### config.mk
export PLATFORM = sky130hd
export DESIGN_NAME = ccff_chain_loader
export DESIGN_NICKNAME = d
export VERILOG_FILES = /design/src/rtl/ccff_loader_pkg.sv /design/src/rtl/ccff_word_serializer.sv /design/src/rtl/ccff_chain_loader.sv
export SDC_FILE = /design/constraint.sdc
export NUM_CORES = 1
export LEC_CHECK = 0
export ABC_AREA = 1
export CORE_AREA = 2 2 73 75
export DETAILED_ROUTE_END_ITERATION = 8
export DIE_AREA = 0 0 75 77
export GPL_TIMING_DRIVEN = 0
export PLACE_DENSITY_LB_ADDON = 0.25
export SETUP_SLACK_MARGIN = 0.5
export SLEW_MARGIN = 20
export SYNTH_ARGS = -nofsm -noshare
export SYNTH_HDL_FRONTEND = slang
export SYNTH_SLANG_ARGS = --single-unit
### constraint.sdc
create_clock -name prog_clk -period 3.4 [get_ports prog_clk]
set_input_delay 0.34 -clock prog_clk [delete_from_list [all_inputs] [get_ports prog_clk]]
set_output_delay 0.34 -clock prog_clk [all_outputs]
set_load 0.005 [all_outputs]
### src/rtl/ccff_loader_pkg.sv
// Shared types and sizing helpers for the configuration chain loader.
// Optional readback of displaced chain content: CCFF_READBACK_EN.
package ccff_loader_pkg;

   typedef enum logic [1:0] {
      IDLE = 2'd0,
      LOAD = 2'd1,
      DONE = 2'd2
   } state_t;

   localparam int DEF_WORD_W    = 32;
   localparam int DEF_CHAIN_LEN = 64;

   function automatic int last_word_bits(
      input int chain_len,
      input int word_w
   );
      int rem;
      rem = chain_len % word_w;
      return (rem == 0) ? word_w : rem;
   endfunction

   function automatic int words_per_chain(
      input int chain_len,
      input int word_w
   );
      return (chain_len + word_w - 1) / word_w;
   endfunction

endpackage

### src/rtl/ccff_word_serializer.sv
// Word-wide shift register emitting its pending bits MSB-first.
// A load replaces content and overrides a same-cycle shift.
module ccff_word_serializer
   import ccff_loader_pkg::*;
#(
   parameter int WORD_W = DEF_WORD_W,
   localparam int SB_W = $clog2(WORD_W + 1)
) (
   input  logic              clk,
   input  logic              rst_n,
   input  logic              clear,
   input  logic              load,
   input  logic [WORD_W-1:0] data,
   input  logic [SB_W-1:0]   load_bits,
   input  logic              shift,
   output logic              head,
   output logic [SB_W-1:0]   sh_bits
);

   logic [WORD_W-1:0] sh_reg;

   always_ff @(posedge clk or negedge rst_n) begin
      if (!rst_n) begin
         sh_reg  <= '0;
         sh_bits <= '0;
      end else if (clear) begin
         sh_reg  <= '0;
         sh_bits <= '0;
      end else if (load) begin
         sh_reg  <= data;
         sh_bits <= load_bits;
      end else if (shift) begin
         sh_reg  <= {sh_reg[WORD_W-2:0], 1'b0};
         sh_bits <= sh_bits - 1'b1;
      end
   end

   assign head = (sh_bits != '0) & sh_reg[WORD_W-1];

endmodule

### src/rtl/ccff_chain_loader.sv
// Streams configuration words MSB-first into a tile's ccff chain.
// Define CCFF_READBACK_EN to capture the displaced chain content.
module ccff_chain_loader
   import ccff_loader_pkg::*;
#(
   parameter int WORD_W    = DEF_WORD_W,
   parameter int CHAIN_LEN = DEF_CHAIN_LEN,
   parameter int CNT_W     = $clog2(CHAIN_LEN + 1)
) (
   input  logic              prog_clk,
   input  logic              prog_reset_n,
   input  logic              start,
   input  logic              abort,
   input  logic [WORD_W-1:0] cfg_data,
   input  logic              cfg_valid,
   output logic              cfg_ready,
   output logic              ccff_head,
   output logic              ccff_clk_en,
   input  logic              ccff_tail,
   output logic              busy,
   output logic              done,
   output logic [CNT_W-1:0]  bit_cnt
`ifdef CCFF_READBACK_EN
   ,
   output logic [WORD_W-1:0] rb_data,
   output logic              rb_valid
`endif
);

   localparam int SB_W      = $clog2(WORD_W + 1);
   localparam int WORDS     = words_per_chain(CHAIN_LEN, WORD_W);
   localparam int LAST_BITS = last_word_bits(CHAIN_LEN, WORD_W);
   localparam int WC_W      = $clog2(WORDS + 1);

   state_t           state;
   state_t           state_nx;
   logic [SB_W-1:0]  sh_bits;
   logic [SB_W-1:0]  load_bits;
   logic [WC_W-1:0]  word_cnt;
   logic             accept;
   logic             go;
   logic             last_shift;

   // Load may land in the same cycle the last pending bit leaves.
   assign ccff_clk_en = (state == LOAD) && (sh_bits != '0);
   assign cfg_ready   = (state == LOAD)
                     && ((sh_bits == '0)
                      || ((sh_bits == SB_W'(1)) && ccff_clk_en))
                     && (word_cnt < WC_W'(WORDS));
   assign accept      = cfg_valid && cfg_ready;
   assign go          = start && !abort
                     && ((state == IDLE) || (state == DONE));
   assign last_shift  = ccff_clk_en
                     && (bit_cnt == CNT_W'(CHAIN_LEN - 1));
   assign load_bits   = (word_cnt == WC_W'(WORDS - 1))
                     ? SB_W'(LAST_BITS) : SB_W'(WORD_W);
   assign busy        = (state == LOAD);
   assign done        = (state == DONE);

   ccff_word_serializer #(
      .WORD_W(WORD_W)
   ) u_ser (
      .clk      (prog_clk),
      .rst_n    (prog_reset_n),
      .clear    (abort || go),
      .load     (accept),
      .data     (cfg_data),
      .load_bits(load_bits),
      .shift    (ccff_clk_en),
      .head     (ccff_head),
      .sh_bits  (sh_bits)
   );

   always_ff @(posedge prog_clk or negedge prog_reset_n) begin
      if (!prog_reset_n) begin
         state <= IDLE;
      end else begin
         state <= state_nx;
      end
   end

   always_comb begin
      state_nx = state;
      if (abort) begin
         state_nx = IDLE;
      end else begin
         unique case (state)
            IDLE:    if (start) state_nx = LOAD;
            LOAD:    if (last_shift) state_nx = DONE;
            DONE:    if (start) state_nx = LOAD;
            default: state_nx = IDLE;
         endcase
      end
   end

   always_ff @(posedge prog_clk or negedge prog_reset_n) begin
      if (!prog_reset_n) begin
         bit_cnt  <= '0;
         word_cnt <= '0;
      end else if (go) begin
         bit_cnt  <= '0;
         word_cnt <= '0;
      end else begin
         if (ccff_clk_en) bit_cnt <= bit_cnt + 1'b1;
         if (accept) word_cnt <= word_cnt + 1'b1;
      end
   end

`ifdef CCFF_READBACK_EN
   logic [WORD_W-2:0] rb_sh;
   logic [SB_W-1:0]   rb_cnt;
   logic [WORD_W-1:0] rb_word;
   logic [SB_W-1:0]   rb_cnt_nx;

   assign rb_word   = {rb_sh, ccff_tail};
   assign rb_cnt_nx = rb_cnt + 1'b1;

   // Partial final word is left-aligned, zero-padded.
   always_ff @(posedge prog_clk or negedge prog_reset_n) begin
      if (!prog_reset_n) begin
         rb_sh    <= '0;
         rb_cnt   <= '0;
         rb_data  <= '0;
         rb_valid <= 1'b0;
      end else begin
         rb_valid <= 1'b0;
         if (abort || go) begin
            rb_sh  <= '0;
            rb_cnt <= '0;
         end else if (ccff_clk_en) begin
            if ((rb_cnt_nx == SB_W'(WORD_W)) || last_shift) begin
               rb_data  <= rb_word << (SB_W'(WORD_W) - rb_cnt_nx);
               rb_valid <= 1'b1;
               rb_sh    <= '0;
               rb_cnt   <= '0;
            end else begin
               rb_sh  <= rb_word[WORD_W-2:0];
               rb_cnt <= rb_cnt_nx;
            end
         end
      end
   end
`else
   logic unused_tail;
   assign unused_tail = ccff_tail;
`endif

endmodule
==> metrics.yaml, run 1 <==
vias_per_cell: 5.00
power_frac_clock_pct: 17.6
crit_required_ns: 3.06
leakage_nw: 1.78
antenna_left: 0
nFillCells: 455
synth.distinct_cells: 28
wirelength_um: 5910
swShare_pct: 42.1
cts_tree: "built"
cp.arrival_ns: 2.28
grt_max_degree: 34
p_total_mw: 1.92
first_iter_violations: 130
share_comb_of_total_power_pct: 46.4
area_growth_pct: 24.9
crit_fanout: 10
clock_latency_ns: 0.30
tns_ns: 0
cts_buffer_depth: 2
grt_overflow_total: 0
ys_ff_latch: 49
post-route-min-period_ns: 2.62
antenna_found_initial: 0
worst_slew_pin_slew_ns: 0.471
num_antenna_cells: 0
path_class: "flip-flop to output port"
cts-htree-levels: 2
p_per_area_mw_per_mm2: 570
die_area_sq_mm: 0.00578
layout.cells.non_filler: 499
largest_reg_flops: 32
finalWeightedCongestion: 0.818
rows: 26
synth_top_area_share_pct: 45.4
setup_viol: 0
drc: 0
hp-class: "input port to async pin"
postSynthCellCount: 372
num_io_pins: 50
dr.pass1.iters: 4
maxCapViolations: 0
synth_area_per_cell_sq_um: 7.26
status: "completed"
fin_skew_ns: 0.00910
avgRoutedWirePerCell_um: 11.8
grt_first_pass_wirelength_um: 10000
maxSlewHeadroom_pct: 68.6
max_freq_ghz: 0.382
ys_seq_area_share_pct: 45.4
grt_usage_pct: 21.8
vias: 2495
initial_core_util_pct: 54.3
cts-buffers-inserted: 5
clock_sinks: 49
p_seq_share_pct: 36.0
first_global_vias: 2263
yosys_warnings: 0
power.internal_mw: 1.11
nets: 469
final_layout_size_suffix_gt1_share_pct: 8.39
synth_top_area_cell: "dfrtp_1"
yosys-top-cells-area: "dfrtp_1 (45%), nand2_1 (25%), nand4_1 (7.4%)"
p_sw_mw: 0.810
clk_pin_slew_ns: 0.09
drv_slew: 0
endpoint_kind: "output port"
hold_viol: 0
port_buffers: 47
dieHeight_um: 77
vdd_ir_drop_max_uv: 417
root_buffer: "clkbuf_8"
worst_setup_path_start_kind: "flip-flop"
holdWs_ns: 0.486
die_w_um: 75
final_util_pct: 67.8
synth_nets: 413
postCtsSetupRepairBufs: 0
dp_hpwl_um: 4200
fin_crit_sh_pct: 77.0
rsz0062_at_grt: "false"
synth_area_sq_mm: 0.00270
dpl.cell_count: 490
core-area_sq_mm: 0.00498
area by class of cell:
type | count | area (sq um) | area share, %
inverter | 23 | 86.3 | 2.56
sequential | 49 | 1230 | 36.4
clock buffer | 6 | 72.6 | 2.15
timing repair buffer | 49 | 495 | 14.7
buffer | 22 | 115 | 3.41
clock inverter | 2 | 15.0 | 0.445
tap | 70 | 87.6 | 2.60
multi-input combinational | 278 | 1270 | 37.8
synthesized netlist by cell type, drive strengths merged:
library cell    n
nand2         184
dfrtp          49
nand4          32
inv            23
nor2           19
nand3          15
buf            13
clkbuf          9
nor3            5
o21ai           5
a21oi           4
ha              3
and2            2
o21a            2
xor2            2
a21boi          1
nor3b           1
nor4            1
o22ai           1
or2             1
path summary, 6_finish.rpt:
check                                 start                to  slack [ns]  cells after the start
max reg2reg                u_ser.sh_bits[0]  u_ser.sh_reg[21]        1.46                      9
max in group asynchronous      prog_reset_n  u_ser.sh_reg[30]        2.40                      3
min                            prog_reset_n   u_ser.sh_reg[7]        0.49                      2
max                        u_ser.sh_bits[0]         cfg_ready        0.78                      7
min in group prog_clk       u_ser.sh_reg[3]   u_ser.sh_reg[3]        0.49                      2
min reg2reg                 u_ser.sh_reg[3]   u_ser.sh_reg[3]        0.49                      2
routing by layer:
metal	GRT usage, %	wire length [um]	vias to the layer above
met5	0	0	-
met4	5.36	70	0
met3	3.94	248	13
met2	33.2	2820	52
met1	31.9	2770	1135
li1	-	-	1295
logic make-up (layout without fill, tap and decap cells):
| kind of cell | after synthesis | in the layout | synth area share, % |
|---|---|---|---|
| buffers and inverters | 45 | 102 | 7.41 |
| DFF | 49 | 49 | 45.4 |
| AOI/OAI and AO/OA | 13 | 13 | 3.15 |
| and+or+nand+nor | 260 | 260 | 42.0 |
| xor gates and xnor gates | 2 | 2 | 0.649 |
| adders and majority gates | 3 | 3 | 1.39 |
critical path, cell delays in order, from the launching register on:
cell and delay (ns):
dfrtp_1 0.41, inv_1 0.12, ha_1 0.21, nor2_1 0.07, nor2_2 0.27, clkbuf_2 0.27, and2_1 0.15, clkdlybuf4s50_1 0.49
metrics by stage:
step | setup WS (ns) | instance area, sq um
after floorplan | 1.68 | 2700
after global placement | 0.606 | 3260
after detailed placement | 0.964 | 3270
after CTS | 0.631 | 3370
after global routing | 0.594 | 3370
final | 0.781 | 3370
power by group through the flow:
stage                     Sequential, mW  Combinational [mW]  Clock [mW]
after global placement             0.700               0.874           0
after detailed placement           0.702               0.892           0
after global routing               0.702                1.01       0.373
after CTS                          0.691               0.897       0.348
after floorplan                    0.692               0.629           0
final                              0.692               0.893       0.338
what timing repair did:
action                                  4_1_cts  5_1_grt
hold endpoints to repair                     16        0
gates resized for setup                       0        2
hold buffers                                  1        0
endpoints found under the setup margin        0        1
placed cells by master (no fill, tap or decap), types with 3 or more instances in the layout:
cell,count
clkbuf_1,9
dfrtp_1,49
o21ai_0,5
ha_1,3
nand4_1,32
clkbuf_8,5
a21oi_1,3
buf_4,6
nor3_1,5
nor2_1,15
nand2_1,181
buf_2,8
clkdlybuf4s50_1,46
nor2_2,3
inv_1,20
inv_2,3
nand3_1,14
Note: power is estimated with default switching activity, not from simulation.
==> run 2, diff against run 1 <==
- CORE_AREA: 2 2 73 75 -> 2 2 79 81
- DIE_AREA: 0 0 75 77 -> 0 0 81 83
- clock period: 3.4 -> 2.3 ns (I/O delays scaled with it)
==> run 2 against run 1 <==
Global-route usage fell by 1.3 points. Count of clock-buffer cells in the layout shrank 1. Cell area rose by 13%. Wire length grew 26%. Worst hold slack got worse by 0.080 ns. Total power up 96%. Via count increased by 11%. Sequential power up 47%. Largest cell class unchanged. Largest power group unchanged. Highest routed layer unchanged.
==> metrics.yaml, run 2 (synthesis gave the netlist of run 1 again) <==
clk_pin_slew_ns: 0.09  # about the same
nFillCells: 485  # was 455
max_stage_delay_ns: 0.39  # was 0.49 ns
rrSetupSlack_ns: 0.45  # was 1.46 ns
first_iter_violations: 150  # was 130
crit_required_ns: 2.55  # was 3.06 ns
initial_core_util_pct: 46.5  # was 54.3%
cp.arrival_ns: 2.09  # was 2.28 ns
final_layout_size_suffix_gt1_share_pct: 17.8  # was 8.39%
reg2reg_depth: 11  # was 9
num_io_pins: 50  # unchanged
r2r_start: "u_ser.sh_bits[1]"  # was u_ser.sh_bits[0]
drc: 0  # unchanged
cpMaxStageDelayCell: "dfrtp_1"  # was clkdlybuf4s50_1
grt_first_pass_wirelength_um: 11100  # was 10000 um
multi_input_area_sq_mm: 0.00135  # was 0.00127 sq mm
post-route-min-period_ns: 1.85
dieHeight_um: 83  # was 77 um
endpoint_kind: "flip-flop"  # was output port
num_antenna_cells: 0  # unchanged
worst-path-buf-inv: 4  # was 3
path_cells: "inv_2 -> ha_4 -> nor2_4 -> nor2_4 -> buf_6 -> nand3_4 -> a21oi_4 -> buf_4 -> buf_6 -> nand2_1 -> nand2_1"  # was inv_1 -> ha_1 -> nor2_1 -> nor2_2 -> clkbuf_2 -> and2_1 -> clkdlybuf4s50_1
r2r-end: "u_ser.sh_reg[10]"  # was u_ser.sh_reg[21]
vias: 2775  # was 2495
root_buffer: "clkbuf_8"  # unchanged
rsz0062_at_grt: "true"  # was false
hold_viol: 0  # unchanged
core-area_sq_mm: 0.00582  # was 0.00498 sq mm
grt_usage_pct: 20.5  # was 21.8%
die_w_um: 81  # was 75 um
port_buffers: 47  # unchanged
max_freq_ghz: 0.541
crit_fanout: 5  # was 10
cts_tree: "built"  # unchanged
hp-class: "input port to async pin"  # unchanged
path_class: "flip-flop to flip-flop"  # was flip-flop to output port
clock_latency_ns: 0.31  # was 0.30 ns
vdd_ir_drop_max_uv: 471  # was 417 uV
layout_common_cells: "nand2_1 (180), dfrtp_1 (49), clkdlybuf4s50_1 (43), nand4_1 (32), buf_4 (27)"  # was nand2_1 (181), dfrtp_1 (49), clkdlybuf4s50_1 (46), nand4_1 (32), inv_1 (20)
cts-htree-levels: 2  # unchanged
fin_skew_ns: 0.00788  # was 0.00910 ns
area_growth_pct: 40.7  # was 24.9%
dr.pass1.iters: 4  # unchanged
antenna_left: 0  # unchanged
dp_hpwl_um: 4250  # was 4200 um
largest_reg_flops: 32  # unchanged
grt_max_degree: 31  # was 34
grt_overflow_total: 0  # unchanged
antenna_found_initial: 0  # unchanged
regArea_sq_mm: 0.00123  # unchanged
first_global_vias: 2445  # was 2263
setup_viol: 0  # unchanged
wirelength_um: 7470  # was 5910 um
drv_slew: 0  # unchanged
cts_buffer_depth: 2  # unchanged
nets: 501  # was 469
status: "completed"  # unchanged
holdWs_ns: 0.406  # was 0.486 ns
p_per_area_mw_per_mm2: 993  # was 570 mW/mm^2
path_delay_family: "buffers and inverters"  # unchanged
maxCapViolations: 0  # unchanged
worst_slew_pin_slew_ns: 0.468  # was 0.471 ns
worst_setup_path_start_kind: "flip-flop"  # unchanged
cts-buffers-inserted: 5  # unchanged
avgRoutedWirePerCell_um: 13.9  # was 11.8 um
final_common_cell: "nand2_1"  # unchanged
finalWeightedCongestion: 0.792  # was 0.818
maxSlewHeadroom_pct: 68.8  # was 68.6%
rows: 28  # was 26
p_total_mw: 3.77  # was 1.92 mW
vias_per_cell: 5.18  # was 5.00
clock_sinks: 49  # unchanged
leakage_nw: 2.02  # was 1.78 nW
fin_crit_sh_pct: 80.3
die_area_sq_mm: 0.00672  # was 0.00578 sq mm
run 2: cell count changes in the layout (fill, tap and decap cells not counted), sizes merged:
cell,before,now
clkinvlp,2,0
clkdlybuf4s50,46,43
buf,15,47
clkinv,0,1
nand3,15,16
bufinv,0,2
dlygate4sd2,0,1
run 2: area by class of cell:
type / instances / share of cell area, %
multi-input combinational: 279 / 35.6
sequential: 49 / 32.3
timing repair buffer: 80 / 19.4
buffer: 22 / 4.54
tap: 75 / 2.47
inverter: 23 / 2.27
clock buffer: 5 / 1.81
clock inverter: 3 / 1.71
run 2: stage by stage:
stage               area (sq um)  instances  setup WS, ns  TNS (ns)  util (%)
floorplan                   2700        372         0.684         0         -
global placement            3270        494        -0.426    -20.78      56.2
detailed placement          3280        495       -0.0666   -0.0666      56.4
CTS                         3580        515         0.440         0      61.6
global route                3800        536         0.365         0      65.4
finish                      3800        536         0.453         0      65.4
run 2: worst max path at each step:
stage | start | end | slack, ns | cells past startpoint
after floorplan | u_ser.sh_bits[0] | u_ser.sh_bits[0] | 0.68 | 10
after global placement | prog_reset_n | u_ser.sh_reg[26] | -0.43 | 1
after detailed placement | u_ser.sh_bits[0] | cfg_ready | -0.07 | 7
after CTS | u_ser.sh_bits[2] | cfg_ready | 0.44 | 6
after global routing | u_ser.sh_bits[1] | u_ser.sh_reg[11] | 0.36 | 11
final | u_ser.sh_bits[1] | u_ser.sh_reg[10] | 0.45 | 11
run 2: what timing repair did:
action,4_1_cts,5_1_grt
hold endpoints to repair,19,0
pin swaps,5,10
hold buffers,1,0
gates cloned,0,5
setup endpoints to repair,37,40
resized for setup,26,24
buffers inserted,11,16
run 2: per-layer routing:
layer  wire [um]  GRT usage [%]
met1        3290           28.2
met2        3580           31.8
met3         338           3.80
met4         265           7.70
met5           0              0
run 2: power breakdown:
| part | internal [mW] | switching (mW) |
|---|---|---|
| Sequential | 0.951 | 0.0727 |
| Combinational | 0.926 | 1.10 |
| Clock | 0.432 | 0.292 |
| Total | 2.31 | 1.46 |
==> run 3, diff against run 2 <==
- CORE_AREA: 2 2 79 81 -> 2 2 76 78
- DIE_AREA: 0 0 81 83 -> 0 0 78 80
- clock period: 2.3 -> 1.8 ns (I/O delays scaled with it)
==> run 3 against run 2 <==
The flow now finishes with violations (negative setup slack). Worst hold slack improved by 0.014 ns. Sequential share of layout area fell by 4.0 points. Non-clock buffer count rose by 20. Clock power rose by 18%. Die area fell by 7.2%. Global-route usage rose by 6.7 points. Maximum frequency fell by 3.6%. Sequential power rose by 30%. Cell area rose by 14%. Total power rose by 53%. Critical endpoint is now u_ser.sh_reg[30]. Largest cell class unchanged. Highest routed layer unchanged.
==> metrics.yaml, run 3 (synthesis gave the netlist of run 1 again) <==
clock_sinks: 49  # unchanged
first_iter_violations: 256  # was 150
wirelength_um: 9910  # was 7470 um
finalWeightedCongestion: 0.758  # was 0.792
tns_ns: -1.47  # was 0 ns
post-route-min-period_ns: 1.92  # was 1.85 ns
initial_core_util_pct: 50.0  # was 46.5%
final_common_cell: "nand2_1"  # unchanged
vias_per_cell: 5.72  # was 5.18
root_buffer: "clkbuf_8"  # unchanged
port_buffers: 47  # unchanged
core-area_sq_mm: 0.00541  # was 0.00582 sq mm
hp-class: "input port to async pin"  # unchanged
path_class: "flip-flop to flip-flop"  # unchanged
final_util_pct: 80.4  # was 65.4%
cts_buffer_depth: 2  # unchanged
fin_ws_ns: -0.116  # was 0.453 ns
dr.pass1.iters: 5  # was 4
max_stage_delay_ns: 0.47  # was 0.39 ns
cts_tree: "built"  # unchanged
grt_first_pass_wirelength_um: 13300  # was 11100 um
layout_common_cells: "nand2_1 (134), dfrtp_1 (48), nand2_2 (41), clkdlybuf4s50_1 (34), nand4_1 (32)"  # was nand2_1 (180), dfrtp_1 (49), clkdlybuf4s50_1 (43), nand4_1 (32), buf_4 (27)
worst_setup_path_start_kind: "flip-flop"  # unchanged
avgRoutedWirePerCell_um: 17.9  # was 13.9 um
grt_overflow_total: 0  # unchanged
crit_required_ns: 2.04  # was 2.55 ns
fin_skew_ns: 0.00495  # was 0.00788 ns
worst_slew_pin_slew_ns: 0.636  # was 0.468 ns
final_layout_size_suffix_gt1_share_pct: 36.3  # was 17.8%
largest_reg_flops: 32  # unchanged
drc: 0  # unchanged
p_per_area_mw_per_mm2: 1330  # was 993 mW/mm^2
dieHeight_um: 80  # was 83 um
violations: "negative setup slack"
drv_slew: 0  # unchanged
path_cells: "nor2_1 -> nand2_2 -> inv_2 -> nor2_2 -> inv_2 -> a21oi_4 -> buf_4 -> buf_2 -> nand2_1 -> nand2_1"  # was inv_2 -> ha_4 -> nor2_4 -> nor2_4 -> buf_6 -> nand3_4 -> a21oi_4 -> buf_4 -> buf_6 -> nand2_1 -> nand2_1
cts-htree-levels: 2  # unchanged
worst-path-buf-inv: 4  # unchanged
crit_fanout: 10  # was 5
grt_max_degree: 50  # was 31
status: "finished with violations"  # was completed
endpoint_kind: "flip-flop"  # unchanged
max_freq_ghz: 0.522  # was 0.541 GHz
vdd_ir_drop_max_uv: 1040  # was 471 uV
grt_usage_pct: 27.2  # was 20.5%
clock_latency_ns: 0.31  # about the same
dp_hpwl_um: 4310  # was 4250 um
path_delay_family: "simple AND/OR/NAND/NOR gates"  # was buffers and inverters
nets: 520  # was 501
hold_viol: 0  # unchanged
setup_viol: 35  # was 0
vias: 3155  # was 2775
p_total_mw: 5.76  # was 3.77 mW
fin_crit_sh_pct: 106  # was 80.3%
maxSlewHeadroom_pct: 57.6  # was 68.8%
antenna_found_initial: 0  # unchanged
area_growth_pct: 60.9  # was 40.7%
first_global_vias: 2814  # was 2445
cts-buffers-inserted: 5  # unchanged
rsz0062_at_grt: "true"  # unchanged
die_w_um: 78  # was 81 um
cpMaxStageDelayCell: "dfrtp_1"  # unchanged
maxCapViolations: 0  # unchanged
cp.arrival_ns: 2.16  # was 2.09 ns
num_antenna_cells: 0  # unchanged
rows: 27  # was 28
clk_pin_slew_ns: 0.09  # about the same
num_io_pins: 50  # unchanged
antenna_left: 0  # unchanged
die_area_sq_mm: 0.00624  # was 0.00672 sq mm
leakage_nw: 2.31  # was 2.02 nW
## run 3: final timing paths
check / from / to / slack, ns / cells after the start
worst max-delay path: state[0] / u_ser.sh_reg[30] / -0.12 / 10
worst min-delay path: prog_reset_n / state[0] / 0.42 / 2
worst max register to register: state[0] / u_ser.sh_reg[30] / -0.12 / 10
worst min register to register: u_ser.sh_reg[15] / u_ser.sh_reg[15] / 0.49 / 2
max in group asynchronous: prog_reset_n / u_ser.sh_bits[5] / 0.92 / 2
min in group prog_clk: u_ser.sh_reg[15] / u_ser.sh_reg[15] / 0.49 / 2
## run 3: area by class of cell
class / count / area (sq um)
buffer: 22 / 226
sequential: 49 / 1230
tap: 72 / 90.1
clock buffer: 7 / 86.3
timing repair buffer: 100 / 981
inverter: 23 / 91.3
fill: 311 / 1060
clock inverter: 1 / 30.0
multi-input combinational: 278 / 1610
## run 3: worst register-to-register path, cell delays in order, from the launching register on
cell	delay, ns
dfrtp_1	0.47
nor2_1	0.09
nand2_2	0.22
inv_2	0.11
nor2_2	0.24
inv_2	0.09
a21oi_4	0.14
buf_4	0.13
buf_2	0.15
nand2_1	0.09
nand2_1	0.11
## run 3: per-stage QoR
stage / hold slack (ns) / cell area, sq um / setup WS (ns) / std cells
after global placement: 0.462 / 3320 / -0.921 / 491
after detailed placement: 0.246 / 3320 / -0.329 / 491
after CTS: 0.335 / 3960 / 0.0775 / 538
after global routing: 0.489 / 4350 / -0.200 / 552
after floorplan: -0.116 / 2760 / 0.320 / 372
final: 0.420 / 4350 / -0.116 / 552
## run 3: layer usage
metal | track usage, % | vias up | wire, um
li1 | - | 1406 | -
met1 | 34.0 | 1535 | 3780
met2 | 49.4 | 166 | 5080
met3 | 3.73 | 48 | 636
met4 | 7.37 | 0 | 408
met5 | 0 | - | 0
## run 3: what timing repair did
item,4_1_cts,5_1_grt
buffers inserted,33,12
pin swaps,21,45
gates cloned,5,2
setup endpoints to repair,61,54
hold endpoints to repair,49,0
gates resized for setup,87,85
hold buffers,1,0
## run 3: report_power, final
part           switching [mW]  internal [mW]
registers               0.113           1.22
logic                    1.84           1.73
clock network           0.399          0.454
